<file path="src/rtl/lift_request_scheduler.sv">
// SCAN request scheduler for the lift: syncs buttons/status, latches presses, dispatches one-hot targets.
// Optional LIFT_REQ_RETARGET_EN: retarget to an intermediate pending floor while waiting for the door.
module lift_request_scheduler #(
   parameter int SYNC_STAGES = 2
) (
   input  logic       clk,
   input  logic       rst,
   input  logic [3:0] btn,
   input  logic [1:0] cur_floor,
   input  logic       open_door,
   output logic [3:0] floor_request,
   output logic [3:0] pending,
   output logic       dir_up,
   output logic       busy
);

   typedef enum logic [2:0] {IDLE, SELECT, DISPATCH, WAIT_OPEN, WAIT_CLOSE} state_t;

   logic [SYNC_STAGES-1:0][3:0] btn_sync_q, btn_sync_d;
   logic [SYNC_STAGES-1:0][1:0] cur_sync_q, cur_sync_d;
   logic [SYNC_STAGES-1:0]      door_sync_q, door_sync_d;
   logic [3:0] btn_prev_q, btn_prev_d;
   logic [3:0] pending_q, pending_d;
   logic [3:0] floor_request_q, floor_request_d;
   logic [1:0] target_q, target_d;
   logic       dir_up_q, dir_up_d;
   logic       busy_q, busy_d;
   state_t     state_q, state_d;

   logic [3:0] btn_s, set_mask, clr_mask, drop_mask;
   logic [1:0] cur_s;
   logic       door_s;
   logic [2:0] pick;

   assign btn_s  = btn_sync_q[SYNC_STAGES-1];
   assign cur_s  = cur_sync_q[SYNC_STAGES-1];
   assign door_s = door_sync_q[SYNC_STAGES-1];

   // {found, floor}: nearest pending floor strictly between lo and hi, from the low or high side
   function automatic logic [2:0] lowest_in(input logic [3:0] p, input int lo, input int hi);
      lowest_in = 3'b000;
      for (int i = 3; i >= 0; i--)
         if (i > lo && i < hi && p[i]) lowest_in = {1'b1, 2'(i)};
   endfunction

   function automatic logic [2:0] highest_in(input logic [3:0] p, input int lo, input int hi);
      highest_in = 3'b000;
      for (int i = 0; i <= 3; i++)
         if (i > lo && i < hi && p[i]) highest_in = {1'b1, 2'(i)};
   endfunction

   always_comb begin
      btn_sync_d      = {btn_sync_q[SYNC_STAGES-2:0], btn};
      cur_sync_d      = {cur_sync_q[SYNC_STAGES-2:0], cur_floor};
      door_sync_d     = {door_sync_q[SYNC_STAGES-2:0], open_door};
      btn_prev_d      = btn_s;
      floor_request_d = floor_request_q;
      target_d        = target_q;
      dir_up_d        = dir_up_q;
      state_d         = state_q;
      clr_mask        = 4'b0000;
      pick            = 3'b000;
      // the door is already open here, so a press for this floor is moot
      drop_mask       = (state_q == WAIT_CLOSE) ? (4'b0001 << cur_s) : 4'b0000;
      set_mask        = btn_s & ~btn_prev_q & ~drop_mask;

      case (state_q)
         IDLE: if (pending_q != 4'b0000) state_d = SELECT;
         SELECT: begin
            state_d = DISPATCH;
            if (pending_q[cur_s]) begin
               target_d = cur_s;
            end else if (dir_up_q) begin
               pick = lowest_in(pending_q, int'(cur_s), 4);
               if (!pick[2]) begin
                  dir_up_d = 1'b0;
                  pick     = highest_in(pending_q, -1, int'(cur_s));
               end
               target_d = pick[1:0];
            end else begin
               pick = highest_in(pending_q, -1, int'(cur_s));
               if (!pick[2]) begin
                  dir_up_d = 1'b1;
                  pick     = lowest_in(pending_q, int'(cur_s), 4);
               end
               target_d = pick[1:0];
            end
         end
         DISPATCH: begin
            floor_request_d = 4'b0001 << target_q;
            state_d         = WAIT_OPEN;
         end
         WAIT_OPEN: begin
            if (door_s && cur_s == target_q) begin
               clr_mask        = 4'b0001 << target_q;
               floor_request_d = 4'b0000;
               state_d         = WAIT_CLOSE;
            end
`ifdef LIFT_REQ_RETARGET_EN
            else begin
               if (target_q > cur_s)
                  pick = lowest_in(pending_q, int'(cur_s), int'(target_q));
               else if (target_q < cur_s)
                  pick = highest_in(pending_q, int'(target_q), int'(cur_s));
               if (pick[2]) begin
                  target_d        = pick[1:0];
                  floor_request_d = 4'b0001 << pick[1:0];
               end
            end
`endif
         end
         WAIT_CLOSE: begin
            floor_request_d = 4'b0000;
            if (!door_s) state_d = IDLE;
         end
         default: state_d = IDLE;
      endcase

      pending_d = (pending_q | set_mask) & ~clr_mask;
      busy_d    = (state_d != IDLE);
   end

   always_ff @(posedge clk or posedge rst) begin
      if (rst) begin
         btn_sync_q      <= '0;
         cur_sync_q      <= '0;
         door_sync_q     <= '0;
         btn_prev_q      <= 4'b0000;
         pending_q       <= 4'b0000;
         floor_request_q <= 4'b0000;
         target_q        <= 2'd0;
         dir_up_q        <= 1'b1;
         busy_q          <= 1'b0;
         state_q         <= IDLE;
      end else begin
         btn_sync_q      <= btn_sync_d;
         cur_sync_q      <= cur_sync_d;
         door_sync_q     <= door_sync_d;
         btn_prev_q      <= btn_prev_d;
         pending_q       <= pending_d;
         floor_request_q <= floor_request_d;
         target_q        <= target_d;
         dir_up_q        <= dir_up_d;
         busy_q          <= busy_d;
         state_q         <= state_d;
      end
   end

   assign floor_request = floor_request_q;
   assign pending       = pending_q;
   assign dir_up        = dir_up_q;
   assign busy          = busy_q;

endmodule

</file>
<file path="config.mk">
export PLATFORM = sky130hd
export DESIGN_NAME = lift_request_scheduler
export DESIGN_NICKNAME = d
export VERILOG_FILES = /design/src/rtl/lift_request_scheduler.sv
export SDC_FILE = /design/constraint.sdc
export NUM_CORES = 1
export LEC_CHECK = 0
export CORE_AREA = 3 3 48 67
export DETAILED_ROUTE_END_ITERATION = 16
export DIE_AREA = 0 0 51 70
export PLACE_DENSITY_LB_ADDON = 0.1
export SKIP_LAST_GASP = 1
export SLEW_MARGIN = 10
export SYNTH_ARGS = -nofsm -noshare
export SYNTH_HDL_FRONTEND = slang
export SYNTH_SLANG_ARGS = --single-unit
</file>
<file path="constraint.sdc">
create_clock -name clk -period 2 [get_ports clk]
set_input_delay 0.2 -clock clk [delete_from_list [all_inputs] [get_ports clk]]
set_output_delay 0.2 -clock clk [all_outputs]
set_load 0.02 [all_outputs]
</file>
# After elaboration in Yosys (flattened, before gate mapping)

Index checks and enable logic that the tools add are counted.

Output and inout bits: 10
Input bits: 9
Flip-flop bits (word level): 33

Reductions and logical operators: 13
Muxes and demuxes: 30
Equality and inequality tests: 6
Bitwise gates (word level): 8
Shift-type cells: 2
Order comparisons: 7

Operators by type and width:

| cell                  | count |
|---|---|
| $mux W3               | 15 |
| $mux W4               | 4 |
| $pmux W3 S5           | 1 |
| $and A4 B4 Y4         | 3 |
| $not A4 Y4            | 3 |
| $pmux W4 S3           | 1 |
| $mux W2               | 4 |
| $shl A1 B2 Y4 const A | 2 |
| $logic_and A1 B1 Y1   | 7 |
| $eq A3 B2 Y1 const B  | 2 |
| $reduce_bool A3 Y1    | 2 |
| $gt A2 B2 Y1 const A  | 2 |
| $lt A1 B2 Y1 const A  | 2 |
| $mux W1               | 4 |
| $or A4 B4 Y4          | 1 |
| $reduce_and A2 Y1     | 2 |
| $reduce_bool A4 Y1    | 1 |
| $eq A3 B1 Y1 const B  | 1 |
| $eq A3 B3 Y1 const B  | 1 |
| $logic_not A3 Y1      | 1 |
| $lt A2 B3 Y1 const B  | 1 |
| $bmux W1 S2           | 1 |
| $eq A2 B2 Y1          | 1 |
| $gt A1 B2 Y1 const A  | 1 |
| 3 further kinds       | 3 |

# Logic depth before layout (Yosys ltp)

Gate-level depths: netlist of the first run.

Depth in word-level cells: 11
Mapped depth: 5
Depth with buffers taken out: 4

# Worst setup path after synthesis of the first run

No wires, ideal clock.

Kind: register to register
From: register pending_q[2] (netlist: pending[2])
To: register dir_up_q (netlist: dir_up)
Stages on the path, launching flop included: 6
Setup slack: 0.251 ns
Buffers on the path: 1
Arrival time: 1.677 ns
Period minus slack after synthesis: 1.749 ns
Library setup time: 0.072 ns
Cell sequence: dfrtp_1 -> clkbuf_1 -> mux4_2 -> or2_1 -> a221o_1 -> o21ai_1

Word-level cells in the longest chain between the ends: 8

RTL lines:

| what                   | RTL line | source |
|---|---|---|
| from (decl)            | 23       | `logic [3:0] pending_q, pending_d;` |
| from (signal assigned) | 140      | `pending_q <= pending_d;` |
| $logic_and A1 B1 Y1    | 43       | `if (i > lo && i < hi && p[i]) lowest_in = {1'b1, 2'(i)};` |
| $mux W3                | 43       |  |
| $mux W3                | n/a      |  |
| $mux W3                | 73       | `end else if (dir_up_q) begin` |
| $mux W3                | 71       | `if (pending_q[cur_s]) begin` |
| $mux W3                | 67       | `case (state_q)` |
| $mux W1                | 75       | `if (!pick[2]) begin` |
| $mux W1                | 73       |  |
| to (signal assigned)   | 143      | `dir_up_q <= dir_up_d;` |
| to (decl)              | 26       | `logic dir_up_q, dir_up_d;` |

Several ways; a longest one is shown, not always the timed one. The select of a mux whose other input is x is not followed.
A chain may end at the register's enable or synchronous reset.

# Worst setup path after layout of the first run

From: register dir_up_q (netlist: dir_up)
To: output dir_up

RTL lines:

| what      | RTL line | source |
|---|---|---|
| to (decl) | 13       | `output logic dir_up,` |

No word-level cell between the ends.

==> impl_table.tex, run 1 <==
\begin{tabular}{lr}
\hline
Metric & Value \\
\hline
\multicolumn{2}{l}{\textbf{GRT}} \\
Via count of the first global-routing pass & 1001 \\
Number of antenna violations at the first check in global routing & 0 \\
Congestion Overflow GR & 0 \\
Global-route wire length before repair & 4.326 mm \\
GR Util All Layers & 0.1636 \\
Largest net degree at the start of global routing & 34 \\
\multicolumn{2}{l}{\textbf{Final layout}} \\
Antenna diodes & 0 \\
Number of fill cells in the layout & 232 \\
Cell Count, Final, Fillers Out & 180 \\
Reg area & 827.0 µm² \\
Area used by multi-input combinational logic & 484.2 µm² \\
Share of post-route cells with drive strength above 1 & 0.09028 \\
Post-route standard cell area excluding fillers & 1662 µm² \\
Relative area change from synthesis to final layout & 20.40\% \\
Net count reported at finish & 152 \\
Final standard cell utilization of the core & 0.6223 \\
\multicolumn{2}{l}{\textbf{Clocking}} \\
Post-CTS Setup Repair Bufs & 0 \\
Clock-pin slew on the worst setup and hold paths & 0.10 ns \\
Number of hold buffers added after cts & 0 \\
Clock sink total & 33 \\
CTS root buffer & sky130\_fd\_sc\_hd\_\_clkbuf\_4 \\
Level count of the clock H-tree & 2 \\
Maximum buffer depth of the clock tree & 2 \\
Clock network latency to the later pin of the worst-skew pair & 0.33 ns \\
CTS resizes & 0 \\
CTS tree & built \\
Clock buffers created by TritonCTS & 5 \\
\multicolumn{2}{l}{\textbf{Die}} \\
Area of the core & 2670 µm² \\
Starting density of the core & 0.5169 \\
Placement row count & 22 \\
I/O pin cnt & 19 \\
Height of the die & 70 µm \\
Die outline area & 3570 µm² \\
X dimension of the die & 51 µm \\
\multicolumn{2}{l}{\textbf{Logic synthesis}} \\
Cells taking the most area after synthesis & sky130\_fd\_sc\_hd\_\_dfrtp\_1, sky130\_fd\_sc\_hd\_\_a31oi\_1, sky130\_fd\_sc\_hd\_\_nand3b\_1, sky130\_fd\_sc\_hd\_\_nor3\_1, sky130\_fd\_sc\_hd\_\_a21o\_1 \\
Number of synthesis warnings & 0 \\
Number of flops mapped to enable cells by yosys & 0 \\
Most instantiated cells after synthesis & sky130\_fd\_sc\_hd\_\_dfrtp\_1, sky130\_fd\_sc\_hd\_\_nor2\_1 \\
Flop and latch count out of synthesis & 33 \\
Most common flop cell mapped by yosys & sky130\_fd\_sc\_hd\_\_dfrtp\_1 \\
Net count of the mapped netlist & 133 \\
Avg Synthesized Cell Area & 11.13 µm² \\
Ys async rst share & 1.000 \\
Top-count cell post-synth & sky130\_fd\_sc\_hd\_\_dfrtp\_1 \\
Distinct cell type count of the synthesized netlist & 35 \\
Cell area after technology mapping & 1380 µm² \\
Post-Syn Instances & 124 \\
Cell taking the most area after synthesis & sky130\_fd\_sc\_hd\_\_dfrtp\_1 \\
Share of the synthesized area in the top cell type & 0.5802 \\
Proportion of synthesized chip area in sequential cells & 0.5993 \\
\multicolumn{2}{l}{\textbf{Setup path}} \\
Critical Path End Type & output pin \\
Peak fanout along the critical path & 7 \\
Crit path kind & register to output pin \\
Cell type group with the largest total delay on the critical path & buffers and inverters \\
Startpoint kind of the worst setup timing path & register \\
Critical path required time & 1.80 ns \\
Critical path data arrival time & 1.53 ns \\
Critical Path, Cell by Cell & clkdlybuf4s50\_1 \\
CP max-delay cell & sky130\_fd\_sc\_hd\_\_clkdlybuf4s50\_1 \\
Buffer and inverter count on the worst path & 1 \\
Worst path max stage delay & 0.61 ns \\
\multicolumn{2}{l}{\textbf{Place}} \\
Routability congestion estimate from global placement & 0.8252 \\
Post-Place Cells & 172 \\
Detailed-placement wirelength estimate & 1.784 mm \\
Number of buffers added on ports & 18 \\
Placed Area & 1585 µm² \\
\multicolumn{2}{l}{\textbf{STA}} \\
Actual slew at the worst max-slew pin & 0.6037 ns \\
Crit share post-route & 0.8661 \\
Number of pins exceeding their max-slew limit in the final report & 0 \\
Minimum clock period after layout & 1.732 ns \\
Final hold vios & 0 \\
RSZ-0062 raised after global routing & false \\
Count of endpoints failing setup in the final report & 0 \\
Setup TNS after final layout & 0 ns \\
Worst clock skew & 0.01191 ns \\
Highest attainable clock frequency & 577.3 MHz \\
Normalized max-slew margin & 0.5944 \\
\multicolumn{2}{l}{\textbf{Routing}} \\
Number of DRC violations after detailed-routing iteration 0 & 15 \\
Count of unresolved DRC violations after routing & 0 \\
DR WL/cell & 13.77 µm \\
Via count & 977 \\
Iteration count of the initial detailed-routing pass & 4 \\
Via count normalized by instance count & 5.428 \\
ANT nets after route & 0 \\
Final WL & 2.479 mm \\
\multicolumn{2}{l}{\textbf{Run}} \\
Reported max-cap violation count & 0 \\
\multicolumn{2}{l}{\textbf{Worst hold path}} \\
Hold Path Class & input port to asynchronous set/reset pin \\
\multicolumn{2}{l}{\textbf{Power}} \\
VDD IR max & 0.0009598 V \\
P per Cell Area & 1259 nW/µm² \\
Leakage dissipation & 0.7030 nW \\
\multicolumn{2}{l}{\textbf{Outcome}} \\
Status & finished clean \\
\hline
\end{tabular}
## sequential cells by signal, indices dropped and copies added, names as in the netlist
signal         flops
door_sync_q        2
btn_prev_q         4
dir_up             1
pending            4
floor_request      4
target_q           2
busy               1
cur_s              2
btn_prev_d         4
btn_sync_d         4
state_q            3
cur_sync_d         2
## layout make-up
type / instances / area share
timing repair buffer: 21 / 0.1220
clock inverter: 2 / 0.02108
inverter: 7 / 0.01581
multi-input combinational: 75 / 0.2914
clock buffer: 6 / 0.02485
tap: 36 / 0.02711
sequential: 33 / 0.4977
## stage by stage
stage               hold slack, ns  power, mW  setup WS, ns
finish                      0.2407      2.092        0.2678
CTS                         0.2538      2.117        0.2523
global route                0.2806      2.231        0.1650
floorplan                   0.2314      1.394        0.2513
global placement            0.3321      1.629        0.2553
detailed placement          0.3402      1.641        0.2870
## logic make-up after synthesis
group,count (synthesis),synth area share
XOR/XNOR,2,0.01269
AO/OA/AOI/OAI,30,0.1514
flip-flops,33,0.5993
AND/OR/NAND/NOR,41,0.1632
multiplexers,2,0.02357
buffers and inverters,16,0.04987
## final timing paths
kind / start / to / slack (ns) / cells past startpoint
max reg2reg: cur_s[1] / dir_up / 0.29 / 4
min: rst / btn_prev_q[2] / 0.24 / 3
max in group asynchronous: rst / dir_up / 1.44 / 3
min in group clk: cur_floor[1] / cur_sync_d[3] / 0.30 / 1
min reg2reg: btn_sync_d[7] / btn_prev_d[3] / 0.35 / 0
max: dir_up / dir_up / 0.27 / 1
## placed cells by master, fill, tap and decap left out, drive strengths merged, types with 5 or more instances in the layout
cell type      Yosys  layout
nand2              6       6
nor2               8       8
dfrtp             32      32
clkdlybuf4s50      0      18
clkbuf             7       6
inv                7       7
nand3b             5       5
a31oi              7       7
nor3               7       7
## power breakdown
part	total (mW)	switching (mW)	leakage [nW]	internal (mW)
registers	1.00	0.199	0.377	0.802
clock network	0.471	0.209	0.0422	0.262
logic	0.620	0.304	0.284	0.317
## per-layer routing
layer | vias up | share of wire | global-route usage
li1 | 476 | - | -
met1 | 469 | 0.43 | 0.1911
met2 | 24 | 0.50 | 0.2611
met3 | 8 | 0.035 | 0.03412
met4 | 0 | 0.030 | 0.1138
met5 | - | 0 | 0
(Power assumes the default switching activity.)
==> run 2, diff against run 1 <==
--- a/config.mk
+++ b/config.mk
@@ -5,9 +5,10 @@
 export SDC_FILE = /design/constraint.sdc
 export NUM_CORES = 1
 export LEC_CHECK = 0
-export CORE_AREA = 3 3 48 67
+export ABC_AREA = 1
+export CORE_AREA = 2 2 48 67
 export DETAILED_ROUTE_END_ITERATION = 16
-export DIE_AREA = 0 0 51 70
+export DIE_AREA = 0 0 50 69
 export PLACE_DENSITY_LB_ADDON = 0.1
 export SKIP_LAST_GASP = 1
 export SLEW_MARGIN = 10
==> run 2 against run 1 <==
Net effect:
- fmax grew 6.1%
- utilization grew 0.13 points
- largest cell class unchanged
- cell area grew 6.9%
- routed wire length grew 6.3%
- synthesized cell count grew 33%
- largest power group unchanged
==> impl_table.tex, run 2 <==
\begin{tabular}{lr}
\hline
Metric & Value \\
\hline
\multicolumn{2}{l}{\textbf{Die}} \\
X dimension of the die & 50 µm \\
Height of the die & 69 µm \\
Starting density of the core & 0.5072 \\
Placement row count & 23 \\
Die outline area & 3450 µm² \\
Area of the core & 2849 µm² \\
I/O pin cnt & 19 \\
\multicolumn{2}{l}{\textbf{Setup path}} \\
Critical path required time & 1.80 ns \\
Start point of the critical path & dir\_up \\
Worst path max stage delay & 0.60 ns \\
CP max-delay cell & sky130\_fd\_sc\_hd\_\_clkdlybuf4s50\_1 \\
Count of cells along the worst register-to-register path & 6 \\
Count of cell instances traversed by the critical path & 1 \\
Critical path data arrival time & 1.43 ns \\
Reg2reg start & cur\_s[1] \\
Cell type group with the largest total delay on the critical path & buffers and inverters \\
End point of the critical path & dir\_up \\
Buffer and inverter count on the worst path & 1 \\
Startpoint kind of the worst setup timing path & register \\
RR Endpoint & dir\_up \\
Critical Path End Type & output pin \\
Crit path kind & register to output pin \\
Worst R2R Setup Slack & 0.66 ns \\
Critical Path, Cell by Cell & clkdlybuf4s50\_1 \\
Peak fanout along the critical path & 4 \\
\multicolumn{2}{l}{\textbf{Logic synthesis}} \\
Distinct cell type count of the synthesized netlist & 23 \\
Cells taking the most area after synthesis & sky130\_fd\_sc\_hd\_\_dfrtp\_1, sky130\_fd\_sc\_hd\_\_nand2\_1, sky130\_fd\_sc\_hd\_\_inv\_1, sky130\_fd\_sc\_hd\_\_nand3\_1, sky130\_fd\_sc\_hd\_\_nor2\_1 \\
Most instantiated cells after synthesis & sky130\_fd\_sc\_hd\_\_nand2\_1, sky130\_fd\_sc\_hd\_\_dfrtp\_1, sky130\_fd\_sc\_hd\_\_inv\_1, sky130\_fd\_sc\_hd\_\_nand3\_1, sky130\_fd\_sc\_hd\_\_nor2\_1 \\
Flop and latch count out of synthesis & 33 \\
Number of synthesis warnings & 0 \\
Ys async rst share & 1.000 \\
Top-count cell post-synth & sky130\_fd\_sc\_hd\_\_nand2\_1 \\
Most common flop cell mapped by yosys & sky130\_fd\_sc\_hd\_\_dfrtp\_1 \\
Proportion of synthesized chip area in sequential cells & 0.5723 \\
Cell area after technology mapping & 1445 µm² \\
Cell taking the most area after synthesis & sky130\_fd\_sc\_hd\_\_dfrtp\_1 \\
Number of flops mapped to enable cells by yosys & 0 \\
Share of the synthesized area in the top cell type & 0.5541 \\
Post-Syn Instances & 165 \\
Avg Synthesized Cell Area & 8.758 µm² \\
Net count of the mapped netlist & 174 \\
\multicolumn{2}{l}{\textbf{Place}} \\
Post-Place Cells & 219 \\
Number of buffers added on ports & 18 \\
Routability congestion estimate from global placement & 0.8954 \\
Detailed-placement wirelength estimate & 1.997 mm \\
\multicolumn{2}{l}{\textbf{GRT}} \\
Number of antenna violations at the first check in global routing & 0 \\
Via count of the first global-routing pass & 1141 \\
Largest net degree at the start of global routing & 34 \\
GR Util All Layers & 0.1836 \\
Congestion Overflow GR & 0 \\
Global-route wire length before repair & 4.761 mm \\
\multicolumn{2}{l}{\textbf{STA}} \\
Worst clock skew & 0.003904 ns \\
Number of pins exceeding their max-slew limit in the final report & 0 \\
RSZ-0062 raised after global routing & false \\
Normalized max-slew margin & 0.7355 \\
Minimum clock period after layout & 1.633 ns \\
Count of endpoints failing setup in the final report & 0 \\
Actual slew at the worst max-slew pin & 0.3968 ns \\
Setup TNS after final layout & 0 ns \\
Highest attainable clock frequency & 612.2 MHz \\
Crit share post-route & 0.8167 \\
Final hold vios & 0 \\
\multicolumn{2}{l}{\textbf{Power}} \\
Overall Power & 2.328 mW \\
VDD IR max & 0.0007989 V \\
P per Cell Area & 1310 nW/µm² \\
Leakage dissipation & 0.8932 nW \\
\multicolumn{2}{l}{\textbf{Final layout}} \\
Most common cell after layout, fill and taps aside & sky130\_fd\_sc\_hd\_\_nand2\_1 \\
Top library cells by usage in the layout, fill and taps aside & sky130\_fd\_sc\_hd\_\_nand2\_1, sky130\_fd\_sc\_hd\_\_dfrtp\_1, sky130\_fd\_sc\_hd\_\_inv\_1, sky130\_fd\_sc\_hd\_\_clkdlybuf4s50\_1, sky130\_fd\_sc\_hd\_\_nand3\_1 \\
Relative area change from synthesis to final layout & 22.94\% \\
Final standard cell utilization of the core & 0.6236 \\
Antenna diodes & 0 \\
Cell Count, Final, Fillers Out & 227 \\
Net count reported at finish & 198 \\
Share of post-route cells with drive strength above 1 & 0.1000 \\
Number of fill cells in the layout & 246 \\
\multicolumn{2}{l}{\textbf{Routing}} \\
Final WL & 2.634 mm \\
Iteration count of the initial detailed-routing pass & 4 \\
Number of DRC violations after detailed-routing iteration 0 & 16 \\
ANT nets after route & 0 \\
Via count normalized by instance count & 4.850 \\
Count of unresolved DRC violations after routing & 0 \\
DR WL/cell & 11.60 µm \\
Via count & 1101 \\
\multicolumn{2}{l}{\textbf{Clocking}} \\
Level count of the clock H-tree & 2 \\
Maximum buffer depth of the clock tree & 2 \\
CTS root buffer & sky130\_fd\_sc\_hd\_\_clkbuf\_8 \\
Number of hold buffers added after cts & 0 \\
Clock-pin slew on the worst setup and hold paths & 0.06 ns \\
CTS tree & built \\
Post-CTS Setup Repair Bufs & 0 \\
Clock buffers created by TritonCTS & 5 \\
Clock network latency to the later pin of the worst-skew pair & 0.28 ns \\
Clock sink total & 33 \\
CTS resizes & 0 \\
\multicolumn{2}{l}{\textbf{Run}} \\
Reported max-cap violation count & 0 \\
\multicolumn{2}{l}{\textbf{Outcome}} \\
Status & finished clean \\
\multicolumn{2}{l}{\textbf{Worst hold path}} \\
Hold Path Class & input port to asynchronous set/reset pin \\
\hline
\end{tabular}
-- run 2: cells by family (layout without fill, tap and decap cells) --
| logic type | after synthesis | after routing | synth area share |
|---|---|---|---|
| flip-flops | 33 | 33 | 0.5723 |
| buffers and inverters | 28 | 53 | 0.08226 |
| AO/OA/AOI/OAI | 10 | 10 | 0.04070 |
| XOR/XNOR | 1 | 1 | 0.01126 |
| AND/OR/NAND/NOR | 93 | 93 | 0.2935 |
-- run 2: how the worst min path moves through the flow --
stage	to	cells past startpoint
finish	btn_prev_q[2]	3
global route	btn_sync_d[5]	1
CTS	pending[1]	3
detailed placement	door_sync_q[1]	0
global placement	cur_s[0]	0
floorplan	btn_sync_d[4]	0
-- run 2: layout make-up --
type	instances	area (µm²)	share of cell area
clock buffer	7	86.33	0.04859
clock inverter	1	30.03	0.01690
inverter	26	100.1	0.05634
multi-input combinational	104	499.2	0.2810
sequential	33	827.0	0.4655
tap	37	46.29	0.02606
timing repair buffer	19	187.7	0.1056
-- run 2: report_power, final --
group          switching (mW)  internal [mW]
logic                   0.483          0.310
clock network           0.222          0.406
registers               0.110          0.798
-- run 2: metal layers --
metal	up-vias	global-route usage	routed length [µm]	part of all wire
li1	559	-	-	-
met1	513	0.1997	1070	0.41
met2	20	0.3114	1389	0.53
met3	9	0.05195	91	0.035
met4	0	0.1019	82	0.031
met5	-	0	0	0
-- run 2: metrics by stage --
step	hold slack (ns)	area (µm²)	setup slack [ns]
2_1_floorplan	0.2314	1445	0.8228
3_3_place_gp	0.3333	1660	0.6811
3_5_place_dp	0.3355	1660	0.6567
4_1_cts	0.3143	1777	0.3564
5_1_grt	0.3499	1777	0.3281
6_report	0.3034	1777	0.3666
